<file path="config.mk">
export PLATFORM = sky130hd
export DESIGN_NAME = shreg_load_sequencer
export DESIGN_NICKNAME = d
export VERILOG_FILES = /design/src/rtl/shreg_load_sequencer.sv
export SDC_FILE = /design/constraint.sdc
export NUM_CORES = 1
export LEC_CHECK = 0
export CORE_AREA = 2 2 39 41
export CTS_CLUSTER_SIZE = 8
export DETAILED_ROUTE_END_ITERATION = 10
export DIE_AREA = 0 0 41 43
export PLACE_DENSITY = 0.73
export SLEW_MARGIN = 20
export SYNTH_ARGS = -nofsm -noshare
export SYNTH_HDL_FRONTEND = slang
export SYNTH_SLANG_ARGS = --single-unit
</file>
<file path="constraint.sdc">
create_clock -name CLK -period 2.73 [get_ports CLK]
set_input_delay 0.6825 -clock CLK [delete_from_list [all_inputs] [get_ports CLK]]
set_output_delay 0.6825 -clock CLK [all_outputs]
set_load 0.005 [all_outputs]
</file>
<file path="src/rtl/shreg_load_sequencer.sv">
// shreg_load_sequencer
// Arbitrates between two requesters with round-robin priority. It serialises
// the winning parallel word LSB-first onto an external WIDTH-stage right-shift
// register (SERIAL_IN enters the MSB stage). After WIDTH shifts the register
// holds the word, and DONE pulses for one cycle.
//
// Build option: SHREG_SEQ_CLEAR_EN
//   defined   - a CLEAR state pulses CLR for one cycle before each transfer.
//   undefined - no CLEAR state; IDLE goes straight to SHIFT and CLR is tied
//               to 0. Every latency is one cycle shorter. The WIDTH shifts
//               still overwrite every stage, so the loaded word is the same.
//
// state | meaning
// ------+----------------------------------------------------------------
// IDLE  | waiting for a request; the only state in which READY can be 1
// CLEAR | CLR=1 for one cycle (only with SHREG_SEQ_CLEAR_EN)
// SHIFT | SHIFT=1, SERIAL_IN=data[cnt], WIDTH cycles
// HOLD  | DONE=1 for one cycle; the register keeps the word

module shreg_load_sequencer #(
    parameter int WIDTH = 4
) (
    input  logic             CLK,
    input  logic             RST,
    input  logic             REQ0_VALID,
    input  logic [WIDTH-1:0] REQ0_DATA,
    output logic             REQ0_READY,
    input  logic             REQ1_VALID,
    input  logic [WIDTH-1:0] REQ1_DATA,
    output logic             REQ1_READY,
    output logic             SHIFT,
    output logic             SERIAL_IN,
    output logic             CLR,
    output logic             BUSY,
    output logic             DONE,
    output logic             GRANT_ID
);

    localparam int CNT_W = (WIDTH > 1) ? $clog2(WIDTH) : 1;
    localparam logic [CNT_W-1:0] CNT_LAST = CNT_W'(WIDTH - 1);

    typedef enum logic [1:0] {
        S_IDLE  = 2'd0,
        S_CLEAR = 2'd1,
        S_SHIFT = 2'd2,
        S_HOLD  = 2'd3
    } state_t;

    state_t           state_q;
    state_t           state_d;
    logic [CNT_W-1:0] cnt_q;
    logic [WIDTH-1:0] data_q;
    logic             grant_q;
    logic             last_grant_q;

    logic             accept;
    logic             winner;
    logic [WIDTH-1:0] winner_data;

    // Round-robin arbitration. Only IDLE accepts a request; on a tie the
    // requester that did not win last time is served.
    always_comb begin
        accept      = 1'b0;
        winner      = 1'b0;
        winner_data = REQ0_DATA;
        if (state_q == S_IDLE) begin
            accept = REQ0_VALID | REQ1_VALID;
            if (REQ0_VALID && REQ1_VALID) begin
                winner = ~last_grant_q;
            end else if (REQ1_VALID) begin
                winner = 1'b1;
            end else begin
                winner = 1'b0;
            end
        end
        if (winner) begin
            winner_data = REQ1_DATA;
        end
        REQ0_READY = accept & ~winner;
        REQ1_READY = accept & winner;
    end

    // State register. The reset is synchronous and drops any transfer that is
    // in progress.
    always_ff @(posedge CLK) begin
        if (!RST) begin
            state_q <= S_IDLE;
        end else begin
            state_q <= state_d;
        end
    end

    // Next-state logic.
    always_comb begin
        state_d = state_q;
        case (state_q)
            S_IDLE: begin
                if (accept) begin
`ifdef SHREG_SEQ_CLEAR_EN
                    state_d = S_CLEAR;
`else
                    state_d = S_SHIFT;
`endif
                end
            end
            S_CLEAR: begin
                state_d = S_SHIFT;
            end
            S_SHIFT: begin
                if (cnt_q == CNT_LAST) begin
                    state_d = S_HOLD;
                end
            end
            S_HOLD: begin
                state_d = S_IDLE;
            end
            default: begin
                state_d = S_IDLE;
            end
        endcase
    end

    // Datapath: latch the winner's word and identity on accept. Step the bit
    // counter while shifting and stop it at the last bit so that it never
    // wraps inside a transfer.
    always_ff @(posedge CLK) begin
        if (!RST) begin
            cnt_q        <= '0;
            data_q       <= '0;
            grant_q      <= 1'b0;
            last_grant_q <= 1'b1;
        end else if (accept) begin
            cnt_q        <= '0;
            data_q       <= winner_data;
            grant_q      <= winner;
            last_grant_q <= winner;
        end else if ((state_q == S_SHIFT) && (cnt_q != CNT_LAST)) begin
            cnt_q <= cnt_q + 1'b1;
        end
    end

    // Moore output decode from registered state, counter and word.
    always_comb begin
        SHIFT     = (state_q == S_SHIFT);
        SERIAL_IN = (state_q == S_SHIFT) ? data_q[cnt_q] : 1'b0;
`ifdef SHREG_SEQ_CLEAR_EN
        CLR       = (state_q == S_CLEAR);
`else
        CLR       = 1'b0;
`endif
        BUSY      = (state_q != S_IDLE);
        DONE      = (state_q == S_HOLD);
        GRANT_ID  = grant_q;
    end

endmodule

</file>
==> summary by stage, run 1 <==
Logic synthesis
The synthesized-area fraction occupied by xor and xnor cells is 1.79%. Summing the areas of all fa, ha and maj instances in the mapped netlist gives 2.56% of the synthesized area. After synthesis, the largest area contributor takes up about two fifths of total cell area.

The mean post-synth cell area is just under 9 µm². After synthesis the cells add up to slightly below 500 µm². The number of nets in the synthesized netlist is 68. The number of standard cells after synthesis is 55.

The number of distinct standard cells referenced by the synthesized netlist is 23. The flop and latch count out of synthesis is 10. The post-synthesis cell type with the largest combined area is sky130_fd_sc_hd__dfxtp_1.

After synthesis, the largest family of logic cells by area is simple AND/OR/NAND/NOR gates. The share of the synthesized area in compound gates (AO/OA/AOI/OAI) is about 17%. Measured against the total synthesized area, the mux share comes to 6.65%. Summing the sequential cell areas from Yosys gives 40.9% of the chip area. For this run, the number of Yosys warnings is 0. After Yosys synthesis, and, or, nand and nor cells account for 24.8% of the synthesized area.

Yosys attributes the largest share of cell area to sky130_fd_sc_hd__dfxtp_1, sky130_fd_sc_hd__o21ai_0, sky130_fd_sc_hd__a31oi_1.

Worst setup path
STA puts the critical path data required time at 2050 ps. The critical path's most frequent cell is sky130_fd_sc_hd__clkdlybuf4s50_1. The kind of start point of the critical path is an input pin.

The depth of the worst register-to-register path is 5. Together, buffers and inverters on the worst path number 3. Along the worst path, the maximum fanout reaches 3. STA classifies the critical path endpoint as an output port. In this run the critical register-to-register path is launched from state_q[0]. The setup path with the least slack is of type in2out. The kind of cell adding the most delay to the critical path is buffers and inverters. The critical path's slowest cell is sky130_fd_sc_hd__clkdlybuf4s50_1.

For flop-to-flop paths, the worst setup slack is 1520 ps. Walking the worst path, the cells encountered are clkdlybuf4s50_1 -> a21boi_2 -> nand2_1 -> inv_1 -> clkdlybuf4s50_1. The reg-to-reg critical path endpoint is data_q[2]. The worst endpoint data arrival time is 1930 ps. For this run, the slowest stage of the critical path takes around 500 ps.

Timing
Once routing completed, OpenROAD measured the worst setup slack at 113 ps. Setup violations remaining at the end of the flow were counted as 0. The number of max-slew violations in the final report is 0. The setup clock skew after layout is 2.32 ps. Setup repair after global routing left no endpoint under its margin. The accumulated negative setup slack is 0 ps.

The worst path in the final design needs a cycle of 2620 ps, including I/O delays and setup. The number of failing hold endpoints at the final stage came to 0. Based on the critical path, the design can be clocked at up to 382 MHz.

The worst hold margin is 478 ps. The final critical path takes up 95.9% of the cycle.

Clock network
The clock transition at the register clock pins on the worst setup and hold paths after CTS is 70 ps. The maximum clock path buffer count is 2. In this run the clock root is driven by a sky130_fd_sc_hd__clkbuf_4.

Gates resized during post-CTS repair numbered 0. CTS built an H-tree with a depth of 1. At the later pin of the worst-skew pair, clock insertion delay measures 270 ps. Buffers inserted during clock tree synthesis total 3. The hold buffer count at CTS is 0. The post-CTS setup buffer count is 0. The TritonCTS clock tree is built. The total clock sinks is 10.

Pwr
The worst vdd rail ir drop is 183 µV. The final total power is 368 µW. The analysis attributes to cell leakage a power of roughly 0.31 nW.

The power per unit of standard cell area is slightly below 500 nW/µm².

Global route
The first global-routing pass estimated 1970 µm of wire. For this run, the total global-route usage over all layers was measured as ~17%. Entering global routing, the biggest net connects 13 pins. The total congestion overflow is 0. The number of global-route vias before repair was 453. The initial antenna violation count is 0.

Hold path
The path class of the tightest hold or removal check is reg2reg. For hold timing, the worst endpoint is GRANT_ID. Along the worst hold path, the cell count comes to 2. The startpoint of the lowest-slack hold path is GRANT_ID.

Floorplan
The floorplan step set the die width to 41 µm. The total area inside the core boundary comes to around 1400 µm². The area of the die is 1760 µm².

The floorplan has 14 rows. The die is 43 µm tall. The initial standard-cell utilization of the core is 35.4%.

The number of top-level pins is 20.

Outcome
The flow ran to the end, and the final reports show no timing, DRC or antenna violations.

Placement
Prior to clock tree synthesis, the placed netlist has a worst setup slack of 45.2 ps. After detailed placement, the design holds a cell count of 92. Input and output buffers added on the ports amount to 18.

Once placement finished, the instance area stood at 712 µm². The final RePlAce weighted congestion is 0.731. The placed wire-length estimate after detailed placement is 904 µm.

Finish
The number of antenna diodes in the final layout is 0. Counting the fill cells in the layout gives 137. The core occupancy in the finished layout is 54.2%. The total non-filler cell area in the finished layout is 751 µm².

The finished layout holds 96 standard cells, fillers aside. The number of nets in the final layout is 94. In the layout the commonest cells are sky130_fd_sc_hd__clkdlybuf4s50_1, sky130_fd_sc_hd__dfxtp_1, sky130_fd_sc_hd__o21ai_0, sky130_fd_sc_hd__nand3_1, sky130_fd_sc_hd__buf_4.

The share of final-layout standard cells stronger than drive strength 1 is 16.3%. Leaving out fill and tap cells, the most frequent cell in the layout is sky130_fd_sc_hd__clkdlybuf4s50_1. The area added between synthesis and finish is 53.5%.

Job
The tool flagged a number of max-cap violations equal to 0.

Detailed routing
The average wire length per cell after detail routing is 12.2 µm. The per-cell via count in the routed design is 5.31. The remaining design rule violation count is 0. Once detail routing completed, the nets flagged for antenna violations numbered 0. The total via count in the routed design is 510. Summed over all layers, the routed wires come to between 1000 and 1500 µm. The number of DRC violations after detailed-routing iteration 0 is 8. The number of iterations in the first detailed-routing pass is 4.
## how the worst max path moves through the flow
stage	start	to	slack, ps	cells past startpoint
3_3_place_gp	REQ1_VALID	REQ1_READY	40	5
6_report	REQ0_VALID	REQ1_READY	110	5
4_1_cts	REQ1_VALID	REQ1_READY	30	5
5_1_grt	REQ0_VALID	REQ1_READY	20	5
2_1_floorplan	REQ1_VALID	REQ1_READY	1000	3
3_5_place_dp	REQ1_VALID	REQ1_READY	50	5
## power by group
group	internal [mW]	switching (mW)	leakage, nW
combinational	0.0436	0.0286	0.208
sequential	0.155	0.00604	0.0822
clock	0.0810	0.0541	0.0210
## logic make-up after synthesis
group                    count (synthesis)
AO/OA/AOI/OAI                           14
buffers and inverters                    5
flip-flops                              10
multiplexers                             2
adder cells (fa/ha/maj)                  1
XOR/XNOR                                 1
other                                    1
AND/OR/NAND/NOR                         21
## layer usage
layer	vias up	share of wire, %	GRT usage, %
li1	249	-	-
met1	232	40	19.7
met2	25	51	25.3
met3	4	6.9	6.28
met4	0	2.7	12.0
met5	-	0	0
## layout make-up
cell class	instances	area, µm²	area share [%]
multi-input cells	40	263	35.0
repair buffers	23	220	29.3
flip-flops and latches	10	200	26.7
clock buffers	4	36.3	4.83
well taps	16	20.0	2.67
inverters	3	11.3	1.50
## worst reg2reg max path, cell delays in order (launching register included)
cell and delay (ps):
sky130_fd_sc_hd__dfxtp_1 390, sky130_fd_sc_hd__nor2_1 60, sky130_fd_sc_hd__buf_4 170, sky130_fd_sc_hd__inv_1 180, sky130_fd_sc_hd__o21ai_0 120, sky130_fd_sc_hd__a31oi_1 210
## sequential cells by signal, summed over array words and instances, names as in the netlist
signal        cells
data_q            4
cnt_q             2
state_q           2
GRANT_ID          1
last_grant_q      1
## cell usage after synthesis (all sizes together)
cell type	count
nand2	1
a31oi	4
a21boi	1
dfxtp	10
a21oi	1
nor2b	1
conb	1
nand4	4
nor2	4
buf	2
nand3	5
a211oi	1
nand2b	1
nor3b	1
mux2i	1
xnor2	1
and2	2
ha	1
mux4	1
and3	2
inv	3
o21ai	7
Power figures use the tool's default switching activity.
==> run 2, diff against run 1 <==
RECOVER_POWER = 100   (was not set)
REMOVE_ABC_BUFFERS = 1   (was not set)
==> run 2 against run 1 <==
  * Sequential cell count stayed put
  * Wire length down 0.60%
  * Die area did not move
  * Design area decreased by 1.0%
  * Setup slack worse by 9.4 ps
  * Register-to-register slack worse by 60 ps
  * Fmax fell by 0.36%
  * Highest routed layer unchanged
  * Hold slack better by 6.1 ps
  * Largest cell class unchanged
  * Via count shrank 2.2%
  * Utilization is 0.54 points lower
  * Critical path depth unchanged
==> summary by stage, run 2 (synthesis gave the netlist of run 1 again) <==
Outcome
The run finished with clean final reports.

Detailed routing
The routed wire length is 1170 µm. The number of DRC violations after detailed-routing iteration 0 is 18. The detail route stage leaves a number of antenna-violating nets equal to 0. The average wire length per cell after detail routing is 12.0 µm. Using the TritonRoute via totals, the vias-per-cell ratio works out to 5.14. The detailed router placed approximately 500 vias in this run. The first detailed-routing pass ran for 4 iterations. For this run, design rule violations remaining after detail routing come to 0.

Clock network
CTS built an H-tree with a depth of 1. The post-CTS setup buffer count is 0. Counting every sink on the clock net gives 10. TritonCTS built the clock tree. The hold buffer count at CTS is 0. The clock transition at the register clock pins on the worst setup and hold paths after CTS is 60 ps. The cell sitting at the root of the clock tree is a sky130_fd_sc_hd__clkbuf_4. The later pin in the worst-skew pair is clocked with a latency of 270 ps. The number of gates resized after CTS was 0. The number of clock buffers inserted by TritonCTS is 3. The maximum clock path buffer count is 2.

Placement
At the end of routability-driven placement, the weighted congestion stood at approximately 0.75. The placed wire-length estimate after detailed placement is 942 µm. Prior to clock tree synthesis, the placed netlist has a worst setup slack of 81.2 ps.

The number of port buffers is 18.

Worst setup path
Together, buffers and inverters on the worst path number 3. The kind of start point of the critical path is an input pin. The critical path's most frequent cell is sky130_fd_sc_hd__clkdlybuf4s50_1. The critical path's slowest cell is sky130_fd_sc_hd__clkdlybuf4s50_1.

The signal on the critical path passes through clkdlybuf4s50_1 -> clkbuf_4 -> nand2b_1 -> and3_1 -> clkdlybuf4s50_1. The largest driver fanout on the critical path is 2. The delay of the slowest critical-path stage is 490 ps. The required time of the critical path is 2050 ps. The kind of cell adding the most delay to the critical path is buffers and inverters.

The critical path is of the in2out type. The element type at the critical path end is an output port. Data on the critical path arrives at its endpoint at 1940 ps.

Floorplan
The die covers 1760 µm². The height of the chip is 43 µm. The standard cell core area is 1380 µm². In this run the core area contains 14 standard-cell rows. During I/O placement, the number of pins put on the boundary was 20. Once the floorplan was initialized, standard cells occupied 35.4% of the core. The x dimension of the die is a little over 40 µm.

Timing
The final setup slack of the worst path is 104 ps. The final setup violation count is 0. Summed over all failing endpoints, the final setup total negative slack is 0 ps. The final cycle utilization of the critical path is a little over nine tenths. The number of max-slew violations in the final report is 0.

The maximum clock rate is roughly 380 MHz. Setup repair after global routing left no endpoint under its margin. The number of failing hold endpoints at the final stage is 0.

The setup clock skew after layout is 8.60 ps. The minimum period implied by the final worst setup slack is approximately 2600 ps.

Global route
The number of global-route vias before repair is 489. Global routing finished with a remaining overflow of 0. The initial antenna violation count came to 0. The first global-routing pass estimated ~2000 µm of wire. The largest net degree at the start of global routing is 13.

The combined global-route utilization of all metal layers is 17.6%.

Pwr
The worst vdd rail ir drop is 219 µV. Dividing total power by cell area gives a power density of 447 nW/µm². The analysis attributes to cell leakage a power of 0.308 nW.

Finish
The flip-flop count of the largest register after layout is 4. The number of nets in the final layout is 96. The top register by number of flip-flops is data_q. From synthesis to final layout, the design area changed by 51.9%. The layout filler cell count is 136. The post-route netlist has 14.8% of its cells at a drive strength greater than 1. The repair_antennas step left the layout with diodes totalling 0. In the layout the commonest cells are sky130_fd_sc_hd__clkdlybuf4s50_1, sky130_fd_sc_hd__dfxtp_1, sky130_fd_sc_hd__o21ai_0.

In the final layout, the registers with the most flip-flops are data_q x4, cnt_q x2, state_q x2. The most common library cell in the layout ignoring fill and taps is sky130_fd_sc_hd__clkdlybuf4s50_1. Cells fill a little over half of the core in the end.

Job
Max-cap violations in this run came to 0.

Hold path
The min-delay analysis places its worst path in the category reg2reg.
-- run 2: layout make-up --
| type | instances | area (µm²) | area share (%) |
|---|---|---|---|
| Multi-Input combinational cell | 40 | 260 | 35.0 |
| Timing Repair Buffer | 25 | 229 | 30.8 |
| Sequential cell | 10 | 200 | 26.9 |
| Clock buffer | 3 | 22.5 | 3.03 |
| Tap cell | 16 | 20.0 | 2.69 |
| Inverter | 3 | 11.3 | 1.52 |
-- run 2: stage by stage --
stage          power (mW)  cell area (µm²)  cells  hold WS [ps]
2_1_floorplan       0.193              474     53           469
3_3_place_gp        0.237              727     94           474
3_5_place_dp        0.239              727     94           474
4_1_cts             0.340              749     97           486
5_1_grt             0.353              743     97           513
6_report            0.332              743     97           484
-- run 2: per-layer routing --
metal	part of all wire [%]	vias up	GRT usage [%]	routed length, µm
met4	1.7	0	12.0	20
met2	52	17	27.2	604
met1	41	227	18.9	477
met5	0	-	0	0
met3	5.7	4	6.28	66
li1	-	251	-	-
-- run 2: worst paths after layout --
kind                                  from         end  slack (ps)  cells after the start
worst max-delay path            REQ1_VALID  REQ0_READY         100                      5
worst min-delay path              GRANT_ID    GRANT_ID         480                      2
worst max register to register  state_q[0]    cnt_q[0]        1460                      6
worst min register to register    GRANT_ID    GRANT_ID         480                      2
-- run 2: power by group --
| part | total (mW) | internal [mW] | switching, mW |
|---|---|---|---|
| Combinational | 0.0719 | 0.0434 | 0.0285 |
| Sequential | 0.161 | 0.155 | 0.00596 |
| Clock | 0.0995 | 0.0508 | 0.0487 |
| Total | 0.332 | 0.249 | 0.0832 |
-- run 2: tightest hold or removal path, cell delays in order (launching register included) --
cell	delay, ps
sky130_fd_sc_hd__dfxtp_1	310
sky130_fd_sc_hd__o21ai_0	70
sky130_fd_sc_hd__a21oi_1	60
